## config.mk

```make
export PLATFORM = sky130hd
export DESIGN_NAME = pim_conv_seq
export DESIGN_NICKNAME = d
export VERILOG_FILES = /design/src/rtl/pim_conv_seq.sv
export SDC_FILE = /design/constraint.sdc
export NUM_CORES = 1
export LEC_CHECK = 0
export ABC_CLOCK_PERIOD_IN_PS = 2900
export BUFFER_PORTS_ARGS = -buffer_cell sky130_fd_sc_hd__buf_2
export CAP_MARGIN = 20
export CORE_AREA = 8 8 177 179
export DETAILED_ROUTE_END_ITERATION = 8
export DIE_AREA = 0 0 185 187
export PLACE_DENSITY = 0.73
export SYNTH_ARGS = -nofsm -noshare
export SYNTH_HDL_FRONTEND = slang
export SYNTH_SLANG_ARGS = --single-unit
```

## constraint.sdc

```tcl
create_clock -name clk -period 2.9 [get_ports clk]
set_input_delay 0.145 -clock clk [delete_from_list [all_inputs] [get_ports clk]]
set_output_delay 0.145 -clock clk [all_outputs]
set_load 0.02 [all_outputs]
```

## src/rtl/pim_conv_seq.sv

```systemverilog
// Sequenced PIM convolution stage: issues one PIM request per (filter, channel),
// accumulates signed partial sums, then shifts, clamps and packs DEPTH results.
module pim_conv_seq #(
  parameter int KERNEL_SIZE = 5,
  parameter int CHANNEL     = 1,
  parameter int DEPTH       = 6,
  parameter int BIT_WIDTH   = 8,
  parameter int PSUM_WIDTH  = 16,
  parameter int ACC_WIDTH   = 20,
  parameter int OUT_WIDTH   = 8,
  parameter int SHIFT       = 4
) (
  input  logic                                                clk,
  input  logic                                                rst,
  input  logic                                                start,
  input  logic                                                relu_en,
  input  logic [KERNEL_SIZE*KERNEL_SIZE*CHANNEL*BIT_WIDTH-1:0] feature,
  output logic                                                busy,
  output logic                                                done,
  output logic [OUT_WIDTH*DEPTH-1:0]                          out,
  output logic                                                pim_req,
  output logic [(DEPTH > 1 ? $clog2(DEPTH) : 1)-1:0]          pim_filt,
  output logic [(CHANNEL > 1 ? $clog2(CHANNEL) : 1)-1:0]      pim_chan,
  output logic [KERNEL_SIZE*KERNEL_SIZE*BIT_WIDTH-1:0]        pim_data,
  input  logic                                                pim_rsp_valid,
  input  logic signed [PSUM_WIDTH-1:0]                        pim_rsp
);

  localparam int SLICE_W = KERNEL_SIZE * KERNEL_SIZE * BIT_WIDTH;
  localparam int FEAT_W  = SLICE_W * CHANNEL;
  localparam int FILT_W  = (DEPTH > 1) ? $clog2(DEPTH) : 1;
  localparam int CHAN_W  = (CHANNEL > 1) ? $clog2(CHANNEL) : 1;

  localparam logic signed [ACC_WIDTH-1:0] RELU_MAX = ACC_WIDTH'((2 ** OUT_WIDTH) - 1);
  localparam logic signed [ACC_WIDTH-1:0] SAT_MAX  = ACC_WIDTH'((2 ** (OUT_WIDTH - 1)) - 1);
  localparam logic signed [ACC_WIDTH-1:0] SAT_MIN  = ACC_WIDTH'(-(2 ** (OUT_WIDTH - 1)));

  typedef enum logic [2:0] {IDLE, ISSUE, WAIT, POST, FIN} state_t;

  state_t                        state_q, state_d;
  logic [FEAT_W-1:0]             feature_q, feature_d;
  logic                          relu_q, relu_d;
  logic signed [ACC_WIDTH-1:0]   acc_q, acc_d;
  logic [FILT_W-1:0]             filt_q, filt_d;
  logic [CHAN_W-1:0]             ch_q, ch_d;
  logic [OUT_WIDTH*DEPTH-1:0]    out_q, out_d;

  logic signed [ACC_WIDTH-1:0]   shifted;
  logic [OUT_WIDTH-1:0]          post_val;

  // Post-processing of the finished accumulator for the current filter.
  always_comb begin
    shifted = acc_q >>> SHIFT;
    if (relu_q) begin
      if (shifted[ACC_WIDTH-1])    post_val = '0;
      else if (shifted > RELU_MAX) post_val = '1;
      else                         post_val = shifted[OUT_WIDTH-1:0];
    end else begin
      if (shifted > SAT_MAX)       post_val = {1'b0, {(OUT_WIDTH-1){1'b1}}};
      else if (shifted < SAT_MIN)  post_val = {1'b1, {(OUT_WIDTH-1){1'b0}}};
      else                         post_val = shifted[OUT_WIDTH-1:0];
    end
  end

  always_comb begin
    pim_data = '0;
    for (int c = 0; c < CHANNEL; c++) begin
      if (ch_q == CHAN_W'(c)) pim_data = feature_q[c*SLICE_W +: SLICE_W];
    end
  end

  // NOTE: every signal gets a default first so no path leaves it unassigned (no latch).
  always_comb begin
    state_d   = state_q;
    feature_d = feature_q;
    relu_d    = relu_q;
    acc_d     = acc_q;
    filt_d    = filt_q;
    ch_d      = ch_q;
    out_d     = out_q;
    unique case (state_q)
      IDLE: begin
        if (start) begin
          feature_d = feature;
          relu_d    = relu_en;
          acc_d     = '0;
          filt_d    = '0;
          ch_d      = '0;
          state_d   = ISSUE;
        end
      end
      ISSUE: state_d = WAIT;
      WAIT: begin
        if (pim_rsp_valid) begin
          acc_d = acc_q + {{(ACC_WIDTH-PSUM_WIDTH){pim_rsp[PSUM_WIDTH-1]}}, pim_rsp};
          if (ch_q == CHAN_W'(CHANNEL - 1)) begin
            state_d = POST;
          end else begin
            ch_d    = ch_q + CHAN_W'(1);
            state_d = ISSUE;
          end
        end
      end
      POST: begin
        for (int i = 0; i < DEPTH; i++) begin
          if (filt_q == FILT_W'(i)) out_d[i*OUT_WIDTH +: OUT_WIDTH] = post_val;
        end
        if (filt_q == FILT_W'(DEPTH - 1)) begin
          state_d = FIN;
        end else begin
          filt_d  = filt_q + FILT_W'(1);
          ch_d    = '0;
          acc_d   = '0;
          state_d = ISSUE;
        end
      end
      FIN:     state_d = IDLE;
      default: state_d = IDLE;
    endcase
  end

  // NOTE: the latched window is reset along with control so a reset leaves no stale data on pim_data.
  always_ff @(posedge clk or negedge rst) begin
    if (!rst) begin
      state_q   <= IDLE;
      feature_q <= '0;
      relu_q    <= 1'b0;
      acc_q     <= '0;
      filt_q    <= '0;
      ch_q      <= '0;
      out_q     <= '0;
    end else begin
      // NOTE: non-blocking updates so every flop samples pre-edge values.
      state_q   <= state_d;
      feature_q <= feature_d;
      relu_q    <= relu_d;
      acc_q     <= acc_d;
      filt_q    <= filt_d;
      ch_q      <= ch_d;
      out_q     <= out_d;
    end
  end

  assign busy     = (state_q == ISSUE) || (state_q == WAIT) || (state_q == POST);
  assign done     = (state_q == FIN);
  assign pim_req  = (state_q == ISSUE);
  assign pim_filt = filt_q;
  assign pim_chan = ch_q;
  assign out      = out_q;

endmodule

```

==> metrics.yaml, run 1 <==
io_pins: 476
critPathSlowestCell: "fa_1"
cp-end-kind: "flip-flop"
final_nets: 1744
async_flop_share_pct: 100
first_global_vias: 10138
finalWorstSetupSlack_ns: 0.353
final.setup.tns_ns: 0
grt_usage_pct: 21.9
die_h_um: 187
startpoint_type: "flip-flop"
antenna_left: 0
cts-root-buf: "clkbuf_16"
avgSynthCellArea_um2: 13.7
seq_area_frac_synth_pct: 61.3
io_buffer_count: 474
worstMarginPinSlew_ns: 0.748
finClkSkew_ns: 0.0188
path_clk_slew_ns: 0.06
finalSetupViolCount: 0
fmax_mhz: 393
drt_pass1_iterations: 5
routed_wirelength_mm: 39.5
fill_cells: 2173
power_density_nw_per_um2: 1180
place_congestion: 0.890
initial_core_util_pct: 39.5
hp-start: "pim_rsp[1]"
numCtsBuffers: 29
hp-class: "input pin to flip-flop"
fp.dieW_um: 185
slew_violations: 0
crit_path_cell_trace: "ha_1 -> fa_1 -> a21oi_2 -> o21ai_1 -> a21oi_1 -> o211ai_2 -> a221oi_2 -> xnor2_1 -> a22o_1"
r2r_slack_ns: 0.35
rsz0062_at_grt: "false"
cts_num_sinks: 275
status: "finished, final reports clean"
ys_types: 52
syn_to_final_growth_pct: 51.3
regToRegEndpoint: "acc_q[18]"
overflow: 0
synth-main-ff-cell: "dfrtp_1"
path_delay_family: "compound AO/OA/AOI/OAI gates"
htree_levels: 1
crit_fanout: 3
timing.final.crit_share_pct: 87.8
syn_nets: 1063
clock_path_buffers: 3
grt_pass1_wl_mm: 59.7
reg2reg_from: "acc_q[0]"
cp.required_ns: 3.34
drv_cap: 0
insertion_delay_ns: 0.55
worstHoldPathCells: 3
fp.coreArea_um2: 28400
worstPathArrival_ns: 2.98
syn_inst: 817
dp_hpwl_mm: 26.5
reg2regPathDepth: 9
routed_via_density: 4.95
ys_ff_latch: 275
routedWlPerCell_um: 20.7
synth_edf_count: 0
layout-drive-gt1-share_pct: 48.8
cp.buffers_inverters: 0
die-area_um2: 34600
final.min_clock_period_ns: 2.55
place_worst_setup_slack_ns: 0.376
post-route-util_pct: 59.8
grt_max_degree: 133
rows: 62
hold_viol: 0
max_stage_delay_ns: 0.42
crit_type: "flip-flop to flip-flop"
p_leak_uw: 0.00818
syn_area_um2: 11200
slew_headroom_pct: 50.1
post_cts_buffers: 0
min_to: "acc_q[1]"
drc: 0
first_iter_violations: 498
synth_warnings: 0
vdd_drop_max_mv: 0.655
via_count: 9416
critPathLaunch: "acc_q[0]"
cts_tree: "done"
antenna_found_initial: 2
## how the worst max path moves through the flow
stage | depth (start not counted) | endpoint
2_1_floorplan | 9 | acc_q[18]
3_3_place_gp | 8 | acc_q[12]
3_5_place_dp | 9 | acc_q[18]
4_1_cts | 8 | acc_q[12]
5_1_grt | 8 | acc_q[12]
6_report | 9 | acc_q[18]
## synth_stat cells, drive strengths merged, types with 2 or more instances
library cell	n	share of area, %
nor3b	2	0.18
nor4	3	0.17
inv	6	0.20
mux2	203	20
nand3b	3	0.20
and2	4	0.22
a22o	19	1.5
o21ai	45	2.1
nand2	58	1.9
nor2b	3	0.17
a31oi	2	0.11
and3	2	0.11
buf	24	1.1
o22ai	2	0.11
o21bai	2	0.13
nor3	3	0.13
nand2b	2	0.11
o211ai	2	0.18
a21oi	42	2.0
xor2	7	0.55
dfrtp	275	61
a21o	4	0.28
nor2	29	0.97
nand4	2	0.11
xnor2	11	0.86
a211oi	3	0.25
ha	24	2.7
a221oi	2	0.21
clkbuf	14	0.47
nand3	5	0.22
a211o	2	0.16
## power by group
part           switching (uW)  total (uW)  internal, uW  leakage, uW
Sequential               1180        6950          5770      0.00331
Combinational            5780        9570          3790      0.00444
Clock                    1500        3520          2010     0.000429
Total                    8460       20000         11600      0.00818
## worst reg2reg max path, cell delays in order, from the launching register on
cell and delay, ns:
dfrtp_1 0.39, ha_1 0.21, fa_1 0.42, a21oi_2 0.17, o21ai_1 0.12, a21oi_1 0.31
o211ai_2 0.19, a221oi_2 0.29, xnor2_1 0.09, a22o_1 0.22
## final cells by class
class | instances | area [um^2] | area share (%)
clock inverter | 8 | 80.1 | 0.471
multi-input combinational | 498 | 4160 | 24.5
antenna | 2 | 5.00 | 0.0295
clock buffer | 43 | 808 | 4.76
tap | 384 | 480 | 2.83
inverter | 6 | 22.5 | 0.133
sequential | 275 | 6880 | 40.5
timing repair buffer | 688 | 4550 | 26.8
## metrics by stage
step / instance area (um^2) / std cells / hold slack (ns) / total power, uW
after CTS: 17000 / 1902 / 0.0122 / 20000
after floorplan: 11200 / 817 / -0.151 / 12700
after global placement: 14100 / 1648 / 0.168 / 15900
final: 17000 / 1904 / 0.0374 / 20000
after detailed placement: 14100 / 1648 / 0.166 / 16100
after global routing: 17000 / 1904 / 0.0272 / 21100
## cell families after synthesis
| family | share of synthesized area [%] |
|---|---|
| other | 0.0334 |
| AO/OA/AOI/OAI | 7.43 |
| adder cells (fa/ha/maj) | 2.85 |
| XOR/XNOR | 1.40 |
| AND/OR/NAND/NOR | 4.76 |
| flip-flops | 61.3 |
| buffers and inverters | 1.76 |
| multiplexers | 20.5 |
## sequential cells by signal, indices dropped and copies added, names as in the netlist
name and flops:
pim_filt 3, state_q 3, relu_q 1, out 48
feature_q 200, acc_q 20
## layer usage
| metal | wire, um | vias to the layer above | share of wire [%] | global-route usage, % |
|---|---|---|---|---|
| met3 | 2950 | 95 | 7.5 | 4.70 |
| met1 | 15000 | 4635 | 38 | 25.7 |
| met5 | 0 | - | 0 | 0 |
| met2 | 19600 | 414 | 50 | 37.6 |
| li1 | - | 4272 | - | - |
| met4 | 1930 | 0 | 4.9 | 10.4 |
## repair_timing
action / 4_1_cts / 5_1_grt
resized for setup: 0 / 0
hold buffers: 203 / 0
endpoints found under the hold margin: 274 / 0
## placed cells by master (no fill, tap or decap), types with 3 or more instances in the layout
cell and instances:
clkinv_2 3, nor2b_1 3, xnor2_1 11, mux2_2 203, xor2_1 7, ha_1 24
nor4_1 3, nor2_1 28, clkbuf_16 29, nand3b_1 3, inv_1 6, dfrtp_1 275
o21ai_1 4, clkbuf_1 11, o21ai_0 39, and2_1 4, a21o_1 3, nor3_1 3
clkbuf_8 3, buf_2 473, nand3_1 5, dlygate4sd3_1 203, a21oi_2 3, a21oi_1 39
a22o_1 19, buf_12 4, buf_4 7, nand2_1 58
Note: power is estimated with default switching activity, not from simulation.
==> run 2, diff against run 1 <==
==> config.mk (replaced) <==
export PLATFORM = sky130hd
export DESIGN_NAME = pim_conv_seq
export DESIGN_NICKNAME = d
export VERILOG_FILES = /design/src/rtl/pim_conv_seq.sv
export SDC_FILE = /design/constraint.sdc
export NUM_CORES = 1
export LEC_CHECK = 0
export ABC_CLOCK_PERIOD_IN_PS = 2900
export CAP_MARGIN = 20
export CORE_AREA = 8 8 178 180
export DETAILED_ROUTE_END_ITERATION = 8
export DIE_AREA = 0 0 186 188
export DONT_BUFFER_PORTS = 1
export HOLD_SLACK_MARGIN = 0.02
export SYNTH_ARGS = -nofsm -noshare
export SYNTH_HDL_FRONTEND = slang
export SYNTH_SLANG_ARGS = --single-unit
==> run 2 against run 1 <==
  * The flow now finishes with violations (hold timing)
  * Flip-flop and latch count stayed put
  * Power is 9.2% lower
  * Sequential share of layout area is 6.4 points higher
  * Sequential power is 43% higher
  * Die area is 1.1% higher
  * Worst hold slack worse by 0.73 ns
  * Critical endpoint is now acc_q[12]
==> metrics.yaml, run 2 (synthesized netlist as in run 1, its figures left out) <==
status: "complete, but fails checks"
violations: "hold timing"
hold_viol: 275  # +275
drt_pass1_iterations: 4  # -1
fmax_mhz: 385  # -2.0%
hold_buffers: 204  # +0.49%
place_congestion: 0.881  # -0.96%
crit_type: "flip-flop to flip-flop"
initial_core_util_pct: 38.7  # -0.84 points
largest_register_ffs: 200  # unchanged
dp_hpwl_mm: 24.5  # -7.7%
finClkSkew_ns: 0.00845  # -0.0104 ns
final.setup.tns_ns: 0  # unchanged
hp-class: "input pin to async pin"
r2r_slack_ns: 0.30  # -0.05 ns
cts_num_sinks: 275  # unchanged
first_global_vias: 7888  # -22%
cts_tree: "done"
post_cts_resized: 0  # unchanged
io_buffer_count: 0  # -100%
drv_cap: 0  # unchanged
drc: 0  # unchanged
crit_fanout: 2  # -1
die_h_um: 188  # +0.53%
routed_via_density: 5.14  # +3.9%
rows: 63  # +1.6%
cts-root-buf: "clkbuf_16"
timing.final.crit_share_pct: 89.6  # +1.8 points
syn_to_final_growth_pct: 30.7
via_count: 7393  # -21%
startpoint_type: "flip-flop"
power_density_nw_per_um2: 1240  # +5.1%
finalSetupViolCount: 0  # unchanged
io_pins: 476  # unchanged
post_cts_buffers: 0  # unchanged
layout_commonest_cell: "dfrtp_1"
overflow: 0  # unchanged
routedWlPerCell_um: 24.1  # +16%
slew_headroom_pct: 35.3  # -15 points
antenna_found_initial: 3  # +1
path_clk_slew_ns: 0.06  # about the same
fill_cells: 2427  # +12%
fin_cells: 1439  # -24%
grt_pass1_wl_mm: 51.2  # -14%
rsz0062_at_grt: "false"
regMostFlops: "feature_q"
slew_violations: 0  # unchanged
p_leak_uw: 0.00630  # -23%
cp-end-kind: "flip-flop"
final_nets: 1270  # -27%
final_cell_mix: "dfrtp_1 (275), dlygate4sd3_1 (204), mux2_2 (203)"
worstPathArrival_ns: 3.02  # +0.04 ns
finalWorstSetupSlack_ns: 0.302  # -0.0512 ns
vdd_drop_max_mv: 0.622  # -5.0%
dp.cells: 1180  # -28%
grt_usage_pct: 18.9  # -3.0 points
htree_levels: 1  # unchanged
hold_ws_ns: -0.691  # -0.729 ns
die-area_um2: 35000  # +1.1%
clock_path_buffers: 3  # unchanged
insertion_delay_ns: 0.53  # -0.02 ns
worstMarginPinSlew_ns: 0.971  # +0.223 ns
place_worst_setup_slack_ns: 0.356  # -0.0200 ns
fp.coreArea_um2: 29000  # +2.2%
final.min_clock_period_ns: 2.60  # +0.0512 ns
numCtsBuffers: 28  # -3.4%
layout-drive-gt1-share_pct: 26.2  # -23 points
grt_max_degree: 276  # +110%
fp.dieW_um: 186  # +0.54%
cp.required_ns: 3.32  # -0.02 ns
antenna_left: 0  # unchanged
first_iter_violations: 381  # -23%
routed_wirelength_mm: 34.7  # -12%
-- run 2: final cells by class --
class / instances / area [um^2] / share of cell area, %
repair buffers: 215 / 2170 / 14.8
flip-flops and latches: 275 / 6880 / 46.9
clock buffers: 41 / 841 / 5.73
diodes: 3 / 7.51 / 0.0512
well taps: 390 / 488 / 3.33
clock inverters: 11 / 91.3 / 0.622
inverters: 6 / 22.5 / 0.153
multi-input cells: 498 / 4170 / 28.4
-- run 2: metal layers --
metal  global-route usage (%)  part of all wire [%]
met4                     6.93                   3.2
met1                     21.6                    37
met2                     32.1                    50
met5                        0                     0
met3                     6.62                    11
-- run 2: path summary, 6_finish.rpt --
path	endpoint	startpoint	depth (start not counted)
max	acc_q[12]	acc_q[0]	8
min	acc_q[2]	rst	0
max reg2reg	acc_q[12]	acc_q[0]	8
min reg2reg	acc_q[3]	acc_q[3]	1
max in group asynchronous	feature_q[21]	rst	0
min in group clk	acc_q[9]	pim_rsp_valid	2
-- run 2: where the power goes --
| group | internal [uW] | switching, uW |
|---|---|---|
| combinational | 2530 | 2160 |
| sequential | 5740 | 4180 |
| clock | 2100 | 1480 |
| total | 10400 | 7830 |
-- run 2: worst max-delay path, cell delays in order (launching register included) --
cell and delay [ns]:
dfrtp_1 0.38, ha_1 0.21, fa_1 0.42, a21oi_2 0.16, o21ai_1 0.11, a2111oi_0 0.69
o311a_1 0.28, xnor2_1 0.06, a22o_1 0.18
-- run 2: metrics by stage --
step	instance area, um^2	utilization (%)	power (uW)
floorplan	11200	-	12700
global placement	11700	40.3	14300
detailed placement	11700	40.3	14400
CTS	14700	50.6	18300
global route	14700	50.6	19200
finish	14700	50.6	18200
